File: config.mk
export PLATFORM = sky130hd
export DESIGN_NAME = mux5_arbiter
export DESIGN_NICKNAME = d
export VERILOG_FILES = /design/src/rtl/mux5_arbiter.sv
export SDC_FILE = /design/constraint.sdc
export NUM_CORES = 1
export LEC_CHECK = 0
export CAP_MARGIN = 20
export CORE_MARGIN = 2
export CORE_UTILIZATION = 40
export CTS_BUF_LIST = sky130_fd_sc_hd__clkbuf_4
export DETAILED_ROUTE_END_ITERATION = 8
export PLACE_DENSITY = 0.7
export RECOVER_POWER = 100
export SLEW_MARGIN = 40
export SYNTH_ARGS = -nofsm -noshare
export SYNTH_HDL_FRONTEND = slang
export SYNTH_SLANG_ARGS = --single-unit
File: constraint.sdc
create_clock -name clk -period 3.65 [get_ports clk]
set_input_delay 0.9125 -clock clk [delete_from_list [all_inputs] [get_ports clk]]
set_output_delay 0.9125 -clock clk [all_outputs]
set_load 0.05 [all_outputs]
File: src/rtl/mux5_arbiter.sv
// Round-robin arbiter driving the select of a 5:1 mux; registered one-hot grant, binary sel and valid.
// Optional hold-limit rotation is compiled in with `define MUX5_ARB_TIMEOUT_EN (MAX_HOLD = cycles per turn).
//
// state  | meaning
// S_IDLE | no grant, sel = 000, valid = 0
// S_OWN  | one requester owns the mux, sel = its index
module mux5_arbiter #(
   parameter int unsigned MAX_HOLD = 8
) (
   input  logic       clk,
   input  logic       rst_n,
   input  logic [4:0] req,
   output logic [4:0] grant,
   output logic [2:0] sel,
   output logic       valid
);

   typedef enum logic {S_IDLE, S_OWN} state_t;

   generate
      if (MAX_HOLD < 1 || MAX_HOLD > 255) begin : g_bad_max_hold
         $error("mux5_arbiter: MAX_HOLD must be 1..255");
      end
   endgenerate

   state_t     r_state, w_state_nxt;
   logic [4:0] r_grant, w_grant_nxt;
   logic [2:0] r_sel, w_sel_nxt;
   logic [2:0] r_ptr, w_ptr_nxt;
   logic       r_valid;
   logic       w_new;
   logic [4:0] w_pick_mask;
   logic       w_pick_found;
   logic [2:0] w_pick_idx;

   // First set bit of mask searching upward from start, wrapping 4 -> 0.
   function automatic logic [3:0] f_rr_pick(input logic [4:0] mask, input logic [2:0] start);
      logic       found;
      logic [2:0] idx;
      logic [3:0] cand;
      found = 1'b0;
      idx   = 3'd0;
      for (int k = 0; k < 5; k++) begin
         cand = {1'b0, start} + 4'(k);
         if (cand >= 4'd5) cand = cand - 4'd5;
         if (!found && mask[cand[2:0]]) begin
            found = 1'b1;
            idx   = cand[2:0];
         end
      end
      return {found, idx};
   endfunction

`ifdef MUX5_ARB_TIMEOUT_EN
   logic [7:0] r_cnt;
   logic       w_limit;

   // Counter holds owned cycles minus one, so the limit is reached during the MAX_HOLD-th cycle.
   assign w_limit = (r_cnt >= 8'(MAX_HOLD - 1));

   always_ff @(posedge clk or negedge rst_n) begin
      if (!rst_n)                                    r_cnt <= 8'd0;
      else if (w_new)                                r_cnt <= 8'd0;
      else if (r_state == S_OWN && r_cnt != 8'(MAX_HOLD)) r_cnt <= r_cnt + 8'd1;
   end
`endif

   always_comb begin
      w_state_nxt = r_state;
      w_grant_nxt = r_grant;
      w_sel_nxt   = r_sel;
      w_ptr_nxt   = r_ptr;
      w_new       = 1'b0;
      w_pick_mask = req;
      case (r_state)
         S_IDLE: if (|req) w_new = 1'b1;
         S_OWN: begin
            if (!req[r_sel]) begin
               w_new = 1'b1;
            end
`ifdef MUX5_ARB_TIMEOUT_EN
            else if (w_limit && |(req & ~r_grant)) begin
               w_new       = 1'b1;
               w_pick_mask = req & ~r_grant;
            end
`endif
         end
         default: w_state_nxt = S_IDLE;
      endcase
      {w_pick_found, w_pick_idx} = f_rr_pick(w_pick_mask, r_ptr);
      if (w_new) begin
         if (w_pick_found) begin
            w_state_nxt = S_OWN;
            w_grant_nxt = 5'd1 << w_pick_idx;
            w_sel_nxt   = w_pick_idx;
            w_ptr_nxt   = (w_pick_idx == 3'd4) ? 3'd0 : w_pick_idx + 3'd1;
         end else begin
            w_state_nxt = S_IDLE;
            w_grant_nxt = 5'd0;
            w_sel_nxt   = 3'd0;
         end
      end
   end

   always_ff @(posedge clk or negedge rst_n) begin
      if (!rst_n) begin
         r_state <= S_IDLE;
         r_grant <= 5'd0;
         r_sel   <= 3'd0;
         r_ptr   <= 3'd0;
         r_valid <= 1'b0;
      end else begin
         r_state <= w_state_nxt;
         r_grant <= w_grant_nxt;
         r_sel   <= w_sel_nxt;
         r_ptr   <= w_ptr_nxt;
         r_valid <= |w_grant_nxt;
      end
   end

   assign grant = r_grant;
   assign sel   = r_sel;
   assign valid = r_valid;

endmodule

==> results.ini <==
[logic_synthesis]
synthTopCellsByCount = nor2_1, nand2_1, dfrtp_1, inv_1, ha_1
yosys.area.top_type = dfrtp_1
post-synth-top-area-fraction_pct = 18.2
yosysMostFrequentCell = nor2_1
synth_edf_count = 0
synth_nets = 224
postSynthCellCount = 204
synth_seq_area_share_pct = 18.2
synth-seq-cells = 13
yosys_warnings = 0
yosys-top-cells-area = dfrtp_1, ha_1, mux4_2, mux2_2, nor2_1
syn_area_per_cell_um2 = 8.75
yosysUniqueCellTypes = 56
async_flop_share_pct = 100
synth-main-ff-cell = dfrtp_1
synth.cell_area_um2 = 1780

[clock_network]
clkLatencyLatePin_ns = 0.28
clockBufferDepth = 2
clockRootBuffer = clkbuf_4
htree_levels = 1
clock_sinks = 13
path_clk_slew_ns = 0.09
cts_tree = yes
holdBufCountCts = 0
cts_buffers = 3

[global_routing]
grt_max_degree = 33
groute.usage.overall_pct = 21.3
grt_pass1_vias = 1817
grt_overflow = 0
grt_pass1_wl_um = 8670
antenna_found_initial = 0

[layout]
insertedDiodeCount = 0
drive_gt1_share_pct = 43.3
fill_cells = 372
multiInputGateArea_um2 = 1510
area_growth_pct = 43.8
regArea_um2 = 329
final_area_um2 = 2570
fin_cells = 315
final_nets = 284

[placed_design]
dp_cells = 303
placed_area_um2 = 2310
port-buffer-count = 15
gp_congestion = 0.895
dp_hpwl_um = 3890

[setup_path]
arrival_ns = 3.79
critPathLaunchType = flop
crit_fanout = 4
critPathCaptureType = flop
crit_required_ns = 3.82
worst-setup-path-type = flop to flop

[route]
wl_per_cell_um = 17.1
viasPerCell = 5.96
vias = 1876
firstDrtPassIters = 5
drc = 0
drt_iter0_markers = 155
ant_nets = 0
wirelength_um = 5380

[floorplan]
die_h_um = 70.8
core_area_um2 = 4320
pin_count = 16
die_area_um2 = 5010
rows = 24
die_w_um = 70.8
start_util_pct = 41.3

[sta]
skew_ns = 0.0150
finalMaxSlewViolations = 0
finalHoldViolCount = 0
final.setup.tns_ns = 0
slew_headroom_pct = 60.2
fmax_mhz = 277
rsz0062_at_grt = true
worstMarginPinSlew_ns = 0.594
fin_crit_sh_pct = 99.0
setup_viol = 0
hold_slack_ns = 0.496
period_minus_slack_ns = 3.61

[status]
outcome = complete, no violations

[run]
cap_violations = 0

[worst_hold_path]
hold_class = flop to flop

==> layout make-up <==
class / count / area share, %
Multi-Input combinational cell: 163 / 58.8
Timing Repair Buffer: 69 / 22.4
Sequential cell: 13 / 12.8
Tap cell: 52 / 2.54
Inverter: 14 / 2.24
Clock buffer: 4 / 1.17
==> cell families after synthesis <==
family	Yosys count	synth area share, %
mux	18	15.0
xor+xnor	5	2.45
compound gates	67	29.2
simple gates	60	18.4
buf+inv	28	7.15
fa+ha+maj	13	9.54
flops	13	18.2
==> path summary, 6_finish.rpt <==
path,startpoint,endpoint,slack (ns),cells after the start
max,r_ptr[1]$_DFFE_PN0P_,valid$_DFF_PN0_,0.04,14
min,r_state$_DFFE_PN0N_,r_state$_DFFE_PN0N_,0.50,2
max reg2reg,r_ptr[1]$_DFFE_PN0P_,valid$_DFF_PN0_,0.04,14
min reg2reg,r_state$_DFFE_PN0N_,r_state$_DFFE_PN0N_,0.50,2
max in group asynchronous,rst_n,r_ptr[1]$_DFFE_PN0P_,2.15,1
min in group asynchronous,rst_n,grant[3]$_DFF_PN0_,1.06,1
==> worst max-delay path: stages, from the launching register on <==
cell and delay [ns]:
dfrtp_2 0.46, buf_4 0.16, fa_2 0.42, or4_4 0.51, a211oi_4 0.28, a21oi_4 0.07
o211ai_1 0.23, buf_4 0.16, nand3_2 0.09, a211oi_4 0.34, inv_2 0.07, ha_2 0.18
or3_1 0.34, a21oi_1 0.15, o21ai_1 0.07
==> through the flow <==
step                      setup WS [ns]  util, %
after floorplan                 0.00450        -
after global placement           -0.389     53.5
after detailed placement         -0.436     53.5
after CTS                       0.00484     56.9
after global routing             -0.102     59.3
final                            0.0358     59.3
==> sequential cells by signal, indices dropped and copies added, names as in the netlist <==
signal   cells
r_ptr        3
sel          3
grant        5
r_state      1
valid        1
==> repair_timing <==
| item | CTS | global route |
|---|---|---|
| setup buffers | 5 | 3 |
| setup endpoints to repair | 3 | 6 |
| pin swaps | 13 | 16 |
| gates resized for setup | 22 | 20 |
==> layout by cell type, fill, tap and decap left out, drive strengths merged, types with 2 or more instances in the layout <==
| master | n |
|---|---|
| a31oi | 2 |
| buf | 54 |
| a21oi | 10 |
| a22oi | 3 |
| a21o | 3 |
| a211oi | 5 |
| dlygate4sd2 | 3 |
| mux2 | 7 |
| xnor2 | 5 |
| a41oi | 2 |
| ha | 12 |
| a22o | 6 |
| o31ai | 2 |
| o311a | 2 |
| nor2b | 5 |
| a21bo | 2 |
| o22ai | 2 |
| a32oi | 3 |
| o211ai | 5 |
| nor3b | 3 |
| or4 | 5 |
| clkbuf | 4 |
| a32o | 2 |
| mux2i | 5 |
| nand2 | 14 |
| nand3 | 4 |
| nor2 | 17 |
| o21ai | 10 |
| dlygate4sd3 | 10 |
| nand2b | 5 |
| mux4 | 6 |
| inv | 13 |
| o221ai | 2 |
| dfrtp | 13 |
==> layer usage <==
layer / track usage, % / vias to the layer above / share of wire (%)
li1: - / 898 / -
met1: 29.9 / 882 / 44
met2: 35.0 / 82 / 48
met3: 2.42 / 14 / 5.8
met4: 6.08 / 0 / 2.3
met5: 0 / - / 0
Power is left out: the tool's default activity adds up to more than one toggle a clock period on the data nets, which glitch-free logic cannot reach.
